**src/rtl/mima_pkg.sv**
```systemverilog
// mima_pkg: shared fetch-stage types and constants
package mima_pkg;
  localparam logic [31:0] NOP_INST = 32'h0000_0013;
  typedef struct packed {
    logic [31:0] pc;
    logic [31:0] inst;
    logic        misalign;
  } fetch_entry_t;
  typedef enum logic {FETCH, HALT} ifetch_state_e;
endpackage

```
**src/rtl/fetch_fifo.sv**
```systemverilog
// fetch_fifo: synchronous FIFO with flush; flush beats push beats nothing
module fetch_fifo #(
  parameter int  DEPTH = 2,
  parameter type T     = logic
) (
  input  logic clk,
  input  logic rst,
  input  logic push_i,
  input  logic pop_i,
  input  logic flush_i,
  input  T     din_i,
  output logic full_o,
  output logic empty_o,
  output T     head_o
);
  localparam int AW = $clog2(DEPTH);
  T mem_q [DEPTH];
  logic [AW:0] wr_q, rd_q;
  assign empty_o = wr_q == rd_q;
  assign full_o  = (wr_q[AW] != rd_q[AW]) && (wr_q[AW-1:0] == rd_q[AW-1:0]);
  assign head_o  = mem_q[rd_q[AW-1:0]];
  always_ff @(posedge clk) begin
    if (rst || flush_i) begin
      wr_q <= '0;
      rd_q <= '0;
    end else begin
      if (push_i) begin
        mem_q[wr_q[AW-1:0]] <= din_i;
        wr_q <= wr_q + 1'b1;
      end
      if (pop_i) rd_q <= rd_q + 1'b1;
    end
  end
endmodule

```
**src/rtl/ifetch.sv**
```systemverilog
// ifetch: PC owner and fetch buffer feeding decode over valid/ready, flushed on redirect
module ifetch
  import mima_pkg::*;
#(
  parameter logic [31:0] RESET_PC   = 32'h0000_0000,
  parameter int          FIFO_DEPTH = 2
) (
  input  logic        clk,
  input  logic        rst,
  output logic [31:0] imem_addr,
  input  logic [31:0] imem_rdata,
  input  logic        redirect_valid,
  input  logic [31:0] redirect_pc,
  output logic        if_valid,
  input  logic        if_ready,
  output logic [31:0] if_pc,
  output logic [31:0] if_inst,
  output logic        if_misalign
);
  ifetch_state_e state_q, state_d;
  logic [31:0]   pc_q, pc_d, mpc_q, mpc_d;
  logic          mark_q, mark_d;
  logic          full, empty, push, pop, deq, aligned;
  fetch_entry_t  head, hd;
  assign imem_addr = pc_q;
  assign aligned   = redirect_pc[1:0] == 2'b00;
  // A misaligned redirect parks its marker outside the FIFO; HALT keeps the FIFO empty meanwhile
  assign if_valid  = !empty || mark_q;
  assign hd        = mark_q ? fetch_entry_t'{pc: mpc_q, inst: NOP_INST, misalign: 1'b1} : head;
  assign {if_pc, if_inst, if_misalign} = if_valid ? hd : '0;
  assign deq  = if_valid && if_ready;
  assign push = (state_q == FETCH) && !redirect_valid && (!full || deq);
  assign pop  = deq && !mark_q;
  always_comb begin
    pc_d    = redirect_valid ? (aligned ? redirect_pc : pc_q) : (push ? pc_q + 32'd4 : pc_q);
    state_d = redirect_valid ? (aligned ? FETCH : HALT) : state_q;
    mark_d  = redirect_valid ? !aligned : (mark_q && !deq);
    mpc_d   = redirect_valid ? redirect_pc : mpc_q;
  end
  always_ff @(posedge clk) begin
    if (rst) begin
      state_q <= FETCH;
      pc_q    <= RESET_PC;
      mark_q  <= 1'b0;
      mpc_q   <= '0;
    end else begin
      state_q <= state_d;
      pc_q    <= pc_d;
      mark_q  <= mark_d;
      mpc_q   <= mpc_d;
    end
  end
  fetch_fifo #(.DEPTH(FIFO_DEPTH), .T(fetch_entry_t)) u_fifo (
    .clk    (clk),
    .rst    (rst),
    .push_i (push),
    .pop_i  (pop),
    .flush_i(redirect_valid),
    .din_i  (fetch_entry_t'{pc: pc_q, inst: imem_rdata, misalign: 1'b0}),
    .full_o (full),
    .empty_o(empty),
    .head_o (head)
  );
endmodule

```
**config.mk**
```make
export PLATFORM = sky130hd
export DESIGN_NAME = ifetch
export DESIGN_NICKNAME = d
export VERILOG_FILES = /design/src/rtl/mima_pkg.sv /design/src/rtl/fetch_fifo.sv /design/src/rtl/ifetch.sv
export SDC_FILE = /design/constraint.sdc
export NUM_CORES = 1
export LEC_CHECK = 0
export CAP_MARGIN = 5
export CORE_ASPECT_RATIO = 1.25
export CORE_UTILIZATION = 40
export DETAILED_ROUTE_END_ITERATION = 8
export HOLD_SLACK_MARGIN = 0.12
export PLACE_DENSITY = 0.68
export RECOVER_POWER = 100
export SYNTH_ARGS = -nofsm -noshare
export SYNTH_HDL_FRONTEND = slang
export SYNTH_SLANG_ARGS = --single-unit
```
**constraint.sdc**
```tcl
create_clock -name clk -period 18.86 [get_ports clk]
set_clock_uncertainty 0.2 [all_clocks]
set_input_delay 2.829 -clock clk [delete_from_list [all_inputs] [get_ports clk]]
set_output_delay 2.829 -clock clk [all_outputs]
set_load 0.02 [all_outputs]
```
==> metrics, run 1 <==
WS Path Type primary input to flip-flop; Leakage 3.97 nW; initial drt markers 380; power per cell area 87.5 nW/µm²; Routability Congestion between 0.8 and 0.9; number of synthesized flops with an enable pin around 130; slowest stage cell, crit path clkbuf_1; CTS Sinks 199; Tot GR Track Use 19.2%; Async S/R FF share, synth 0%; synthesized cell area 8620 µm²; worst-case clock buffer depth 2; Ports ~170; synth cell count leaders nor2_1 (152), edfxtp_1 (128), mux2i_1 (106); Tcrit/Tclk final between 50 and 60%; cell-by-cell trace of the critical path buf_2 -> clkbuf_1 -> inv_1 -> nor3_1 -> clkbuf_1 -> nor2_1 -> a32oi_1 -> o22ai_1; worst path arrival time ~9.5 ns; Die W 133 µm; Synth Flop Type edfxtp_1; CTS root buf clkbuf_16; post-CTS sizing 0; CTS tree done; Routed WL 21300 µm; final net count approximately 960; Max stage delay on crit path about 2.6 ns; failing checks max-capacitance violations, max-slew violations; family with the most delay on the worst path buffers and inverters; dpl cell area 10500 µm²; Max H-tree Level 4; Final Critical Period 9.47 ns; CTS Hold Bufs 0; CTS buffer count 17; syn_nets 815; postcts setup bufs 0; PortBufs 165; later-pin clock latency in the skew report between 0.4 and 0.5 ns; first-pass GRT wire length 32800 µm; Area growth, synth to finish 28.0%; Routed wire per std cell 18.0 µm; RSZ-0062 raised after global routing no; Synth cell types 57; largest net degree at the start of global routing 70; FF+latch count, synth a little under 200; vias post-DR 6310; outcome finished with violations; number of max-cap violations 7; post-synthesis instance total 746; most frequent cell after synthesis nor2_1; Initial Utilization about two fifths; TritonRoute pass-1 iters 5; most area-consuming cells after synthesis edfxtp_1 (45%), dfxtp_1 (16%), mux2i_1 (12%); CP most frequent cell clkbuf_1; measured slew at the worst slew-check pin 3.77 ns; WP data required 18.92 ns; min-delay worst type flip-flop to flip-flop; Yosys top cell by area edfxtp_1; Relative slew margins -151%; final-report hold violation count 0; top cell type's share of synthesized area 44.6%; Pwr Total 966 µW; crit-path max FO 59; Buf/Inv on CP 4; num rows 59; ANT nets after route 0; final instance area 11000 µm²; Final setup viols 0; Post-route DRC 0; clock-pin slew on the worst setup and hold paths 0.07 ns; initial antenna violation count 1; setup slack after layout 9.39 ns; crit path capture type flip-flop; vias in the first global route about 5900; pre-CTS setup slack around 13 ns; grt ovf 0; HPWL Detailed approximately 14000 µm; Mapped Avg Cell Area 11.6 µm²; f_max 0.106 GHz; Die Height 166 µm; share of cells above drive strength 1 5.30%; VDD IR-drop max 0.0612 mV; setup TNS 0 ns; sequential-to-total area share from yosys stat about three fifths; die area 22200 µm²; YS warnings 0; Slew Limit Fails 257; Core ar. between 20000 and 25000 µm²; startpoint type of the worst setup path primary input; Vias/cell 5.34
==> final cells by class <==
type,instances,area (µm²)
flip-flops and latches,199,5270
diodes,2,5.00
well taps,274,343
multi-input cells,491,3110
clock buffers,21,472
clock inverters,11,121
inverters,9,33.8
fillers,1903,9920
repair buffers,175,1680
==> cells in the final DEF (no fill, tap or decap), types with 4 or more instances in the layout <==
cell type,instances
nor3_1,9
clkbuf_16,18
clkbuf_1,11
and3_1,7
a211oi_1,9
nor4_1,4
clkdlybuf4s50_1,38
xnor2_1,5
edfxtp_1,128
o21ai_0,9
o22ai_1,14
dfxtp_1,70
inv_1,9
mux2i_1,106
nand3_1,11
nor2_1,153
clkinv_2,4
and4_1,4
dlygate4sd3_1,125
nand4_1,12
a21oi_1,56
a31oi_1,7
a22oi_1,12
nand2_1,22
==> final timing paths <==
path                         endpoint  cells past startpoint  slack, ns      startpoint
setup / recovery         imem_addr[6]                      8       9.39  redirect_valid
hold / removal    u_fifo.mem_q[1][32]                      0       0.28    imem_addr[0]
setup reg to reg  u_fifo.mem_q[1][50]                      4      13.51  u_fifo.wr_q[0]
hold reg to reg   u_fifo.mem_q[1][32]                      0       0.28    imem_addr[0]
==> power by group <==
| group | internal, mW | switching, mW |
|---|---|---|
| clock network | 0.207 | 0.157 |
| logic | 0.0463 | 0.0609 |
| registers | 0.480 | 0.0151 |
==> cell families (layout without fill, tap and decap cells) <==
family	after synthesis	count (layout)	synth area share (%)
adder cells (fa/ha/maj)	1	1	0.145
XOR/XNOR	9	9	1.00
other	0	2	0
AND/OR/NAND/NOR	241	241	12.9
flip-flops	199	199	61.1
buffers and inverters	56	216	2.60
multiplexers	107	107	12.4
AO/OA/AOI/OAI	133	133	9.90
==> stage by stage <==
stage	utilization [%]	hold WS (ns)	instances
2_1_floorplan	-	0.261	746
3_3_place_gp	50.2	0.272	1148
3_5_place_dp	50.2	0.275	1148
4_1_cts	53.0	0.291	1180
5_1_grt	52.6	0.306	1181
6_report	52.7	0.282	1182
==> sequential cells by signal, indices dropped and copies added (netlist names), named ones only <==
| name | cells |
|---|---|
| mpc_q | 32 |
| imem_addr | 32 |
| state_q | 1 |
| u_fifo.mem_q | 128 |
| mark_q | 1 |
| u_fifo.rd_q | 2 |
| u_fifo.wr_q | 2 |
==> per-layer routing <==
layer / vias to the layer above / part of all wire (%) / global-route usage [%]
met5: - / 0 / 0
met4: 0 / 1.4 / 6.18
met3: 27 / 4.6 / 3.85
met2: 165 / 50 / 33.1
met1: 3058 / 44 / 24.0
li1: 3060 / - / -
Power figures use the tool's default switching activity.
==> run 2: changes to the inputs <==
Clock period 18.86 ns to 9.6 ns, I/O delays scaled along.
==> metrics, run 2 (synthesis results as in run 1) <==
outcome finished with violations; failing checks max-capacitance violations, max-slew violations; clock-pin slew on the worst setup and hold paths 0.07 ns (about the same); final net count 962 (unchanged); most frequent cells in the layout nor2_1 (152), edfxtp_1 (128), dlygate4sd3_1 (125), mux2i_1 (106), dfxtp_1 (70); CTS buffer count 17 (unchanged); worst-case clock buffer depth 2 (unchanged); Leakage 3.98 nW (+0.15%); initial drt markers 341 (-10%); RSZ-0062 raised after global routing no; crit path capture type primary output; later-pin clock latency in the skew report 0.43 ns (about the same); vias post-DR 6311 (+0.016%); grt ovf 0 (unchanged); slowest stage cell, crit path nor3_1; Routed WL 21100 µm (-0.55%); final-report hold violation count 0 (unchanged); Max H-tree Level 4 (unchanged); num rows 59 (unchanged); commonest non-fill, non-tap cell in the layout nor2_1; startpoint type of the worst setup path flip-flop; Hold Crit Depth 0 (unchanged); min-delay worst type flip-flop to flip-flop; CTS tree done; postcts setup bufs 0 (unchanged); Tcrit/Tclk final 70.8%; Pwr Total 1.87 mW (+94%); post-CTS sizing 0 (unchanged); post-route insts no fill 1180 (-0.17%); first-pass GRT wire length 32500 µm (-0.99%); Buf/Inv on CP 3 (-1); CTS root buf clkbuf_16; cell-by-cell trace of the critical path clkbuf_1 -> nor3_1 -> buf_4 -> nor2_1 -> dlygate4sd3_1; number of max-cap violations 5 (-2); vias in the first global route 5840 (-1.8%); f_max 0.147 GHz; Slew Limit Fails 172 (-33%); Final Util 52.6% (-0.060 points); Critical Path Stages 5 (-3); die area 22200 µm² (unchanged); measured slew at the worst slew-check pin 3.70 ns (-0.0717 ns); Die Height 166 µm (unchanged); PortBufs 165 (unchanged); Relative slew margins -146% (+4.8 points); Ports 166 (unchanged); Initial Utilization 41.1% (unchanged); Final setup viols 0 (unchanged); share of cells above drive strength 1 5.86% (+0.56 points); TritonRoute pass-1 iters 5 (unchanged); Area growth, synth to finish 27.9%; HPWL Detailed 13700 µm (-1.1%); WP data required 7.96 ns (-10.96 ns); crit-path max FO 36 (-39%); Routed wire per std cell 17.9 µm (-0.38%); worst path arrival time 5.15 ns (-4.38 ns); family with the most delay on the worst path simple AND/OR/NAND/NOR gates; Post-route DRC 0 (unchanged); largest net degree at the start of global routing 70 (unchanged); CTS Hold Bufs 0 (unchanged); WS Path Type flip-flop to primary output; Max stage delay on crit path 2.02 ns (-0.61 ns); Core ar. 21000 µm² (unchanged); placed cells 1148 (unchanged); initial antenna violation count 1 (unchanged); Final Critical Period 6.79 ns; Die W 133 µm (unchanged); Vias/cell 5.35 (+0.19%); FF-to-FF path depth 4 (unchanged); ANT nets after route 0 (unchanged); Tot GR Track Use 19.1% (-0.16 points); CTS Sinks 199 (unchanged); Routability Congestion 0.798 (-0.45%); VDD IR-drop max 0.111 mV (+82%); number of flip-flops in the largest register 128 (unchanged); setup TNS 0 ns (unchanged); power per cell area 170 nW/µm² (+94%)
[run 2: through the flow]
step	instance area, µm²	hold WS [ns]	setup WS (ns)
3_5_place_dp	10500	0.278	5.31
3_3_place_gp	10500	0.269	5.33
4_1_cts	11100	0.295	4.84
6_report	11000	0.284	2.81
2_1_floorplan	8620	0.261	2.07
5_1_grt	11000	0.319	2.40
[run 2: layout make-up]
cell class / instances / area (µm²)
fillers: 1879 / 9940
well taps: 274 / 343
clock inverters: 14 / 134
clock buffers: 17 / 425
repair buffers: 175 / 1700
multi-input cells: 491 / 3120
inverters: 9 / 33.8
diodes: 1 / 2.50
flip-flops and latches: 199 / 5270
[run 2: worst paths after layout]
kind,start,to,slack (ns)
worst max-delay path,mark_q,if_pc[29],2.81
worst min-delay path,imem_addr[0],u_fifo.mem_q[1][32],0.28
worst max register to register,u_fifo.wr_q[0],u_fifo.mem_q[0][48],4.67
worst min register to register,imem_addr[0],u_fifo.mem_q[1][32],0.28
[run 2: routing by layer]
layer  track usage [%]  routed length [µm]  up-vias
li1                  -                   -     3053
met1              24.4                9080     3046
met2              31.7               10500      186
met3              3.60                1050       26
met4              7.31                 541        0
met5                 0                   0        -
[run 2: power by group]
| part | internal (mW) | leakage (nW) | total [mW] | switching [mW] |
|---|---|---|---|---|
| logic | 0.0920 | 1.93 | 0.211 | 0.119 |
| clock network | 0.380 | 0.274 | 0.686 | 0.306 |
| registers | 0.942 | 1.77 | 0.972 | 0.0298 |
| total | 1.41 | 3.98 | 1.87 | 0.455 |
==> run 3: changes to the inputs <==
Settings changed: PLACE_DENSITY 0.68 to 0.71.
Clock period 9.6 ns to 5.59 ns, I/O delays scaled along.
==> metrics, run 3 (synthesis results as in run 1) <==
Die Height 166 µm (unchanged); crit-path max FO 33 (-8.3%); Worst R2R Setup Slack 1.90 ns (-2.77 ns); CTS Sinks 199 (unchanged); worst-case clock buffer depth 2 (unchanged); Vias/cell 5.33 (-0.39%); Die W 133 µm (unchanged); number of max-cap violations 4 (-1); Reg-to-Reg End u_fifo.mem_q[1][19]; family with the most delay on the worst path buffers and inverters; TritonRoute pass-1 iters 5 (unchanged); share of cells above drive strength 1 5.84% (-0.013 points); Routability Congestion 0.826 (+3.4%); Final Util 53.0% (+0.40 points); number of flip-flops in the largest register 128 (unchanged); Final setup viols 0 (unchanged); FF-to-FF path depth 5 (+1); commonest non-fill, non-tap cell in the layout nor2_1; final-report hold violation count 0 (unchanged); Routed WL 21200 µm (+0.45%); largest net degree at the start of global routing 65 (-7.1%); power per cell area 301 nW/µm² (+78%); clock-pin slew on the worst setup and hold paths 0.07 ns (about the same); pre-CTS setup slack 1.80 ns (-3.51 ns); CTS Hold Bufs 0 (unchanged); Max H-tree Level 4 (unchanged); PortBufs 165 (unchanged); R2R Path Start u_fifo.wr_q[0]; failing checks max-capacitance violations, max-slew violations; post-CTS sizing 0 (unchanged); f_max 0.214 GHz; end of the worst hold path u_fifo.mem_q[0][33]; CTS buffer count 17 (unchanged); RSZ-0062 raised after global routing no; Hold Crit Depth 0 (unchanged); num rows 59 (unchanged); worst path arrival time 3.62 ns (-1.53 ns); Tot GR Track Use 19.5% (+0.46 points); outcome finished with violations; first-pass GRT wire length 33400 µm (+2.7%); Pwr Total 3.35 mW (+79%); CTS root buf clkbuf_16; vias in the first global route 6123 (+4.8%); Final Critical Period 4.66 ns; ANT nets after route 0 (unchanged); initial antenna violation count 0 (-1); Buf/Inv on CP 3 (unchanged); cell-by-cell trace of the critical path inv_1 -> o21ai_0 -> buf_4 -> nor2_1 -> dlygate4sd3_1; WS Path Type flip-flop to primary output; Post-route DRC 0 (unchanged); setup slack after layout 0.927 ns (-1.88 ns); min-delay worst type flip-flop to flip-flop; HPWL Detailed 14000 µm (+2.2%); vias post-DR 6297 (-0.22%); CTS tree done; die area 22200 µm² (unchanged); Initial Utilization 41.1% (unchanged); crit path capture type primary output; setup TNS 0 ns (unchanged); hold_sp imem_addr[1]; Tcrit/Tclk final 83.4%; postcts setup bufs 0 (unchanged); placed cells 1149 (+0.087%); VDD IR-drop max 0.191 mV (+72%); WP data required 4.55 ns (-3.41 ns); Slew Limit Fails 126 (-27%); most frequent cells in the layout nor2_1 (153), edfxtp_1 (128), dlygate4sd3_1 (125), mux2i_1 (106), dfxtp_1 (70); initial drt markers 410 (+20%); Area growth, synth to finish 28.9%; Routed wire per std cell 18.0 µm (+0.28%); post-route insts no fill 1182 (+0.17%); startpoint type of the worst setup path flip-flop; Relative slew margins -92.5% (+54 points); Core ar. 21000 µm² (unchanged); measured slew at the worst slew-check pin 2.89 ns (-0.809 ns); Ports 166 (unchanged); Leakage 3.99 nW (+0.33%); Max stage delay on crit path 1.14 ns (-0.88 ns); slowest stage cell, crit path dfxtp_1; grt ovf 0 (unchanged); final net count 963 (+0.10%); later-pin clock latency in the skew report 0.43 ns (about the same)
==> run 3: cell count changes in the layout (fill, tap and decap cells not counted), moves of 2 or more <==
| cell | change |
|---|---|
| clkinv_2 | -5 |
| inv_8 | +2 |
| buf_4 | -2 |
| clkbuf_1 | +2 |
| bufinv_16 | +2 |
| clkinvlp_4 | +4 |
| clkbuf_2 | +2 |
| clkinv_1 | -2 |
==> run 3: worst max-delay path by stage <==
stage                   start                  to  cells after the start
2_1_floorplan  redirect_valid  u_fifo.mem_q[1][0]                      4
3_3_place_gp           mark_q           if_pc[15]                      5
3_5_place_dp           mark_q           if_pc[15]                      5
4_1_cts                mark_q           if_pc[14]                      5
5_1_grt                mark_q          if_inst[8]                      5
6_report               mark_q          if_inst[8]                      5
==> run 3: power by group <==
part	internal, mW	switching (mW)	leakage (nW)
Clock	0.759	0.560	0.293
Combinational	0.154	0.207	1.92
Sequential	1.62	0.0513	1.77
==> run 3: routing by layer <==
metal | part of all wire (%) | track usage (%) | wire (µm) | vias up
met3 | 5.1 | 3.72 | 1090 | 25
met4 | 1.8 | 6.62 | 372 | 0
met2 | 51 | 33.7 | 10900 | 210
li1 | - | - | - | 3050
met1 | 42 | 24.3 | 8900 | 3012
met5 | 0 | 0 | 0 | -
==> run 3: through the flow <==
stage | instance area (µm²) | hold slack (ns)
2_1_floorplan | 8630 | 0.261
3_3_place_gp | 10500 | 0.255
3_5_place_dp | 10500 | 0.273
4_1_cts | 11200 | 0.290
5_1_grt | 11100 | 0.304
6_report | 11100 | 0.280
==> run 3: cell type report <==
cell class,count,area (µm²)
Inverter,9,33.8
Multi-Input combinational cell,491,3130
Timing Repair Buffer,176,1700
Tap cell,274,343
Clock inverter,15,214
Clock buffer,17,425
Antenna cell,1,2.50
Sequential cell,199,5270
Fill cell,1841,9850
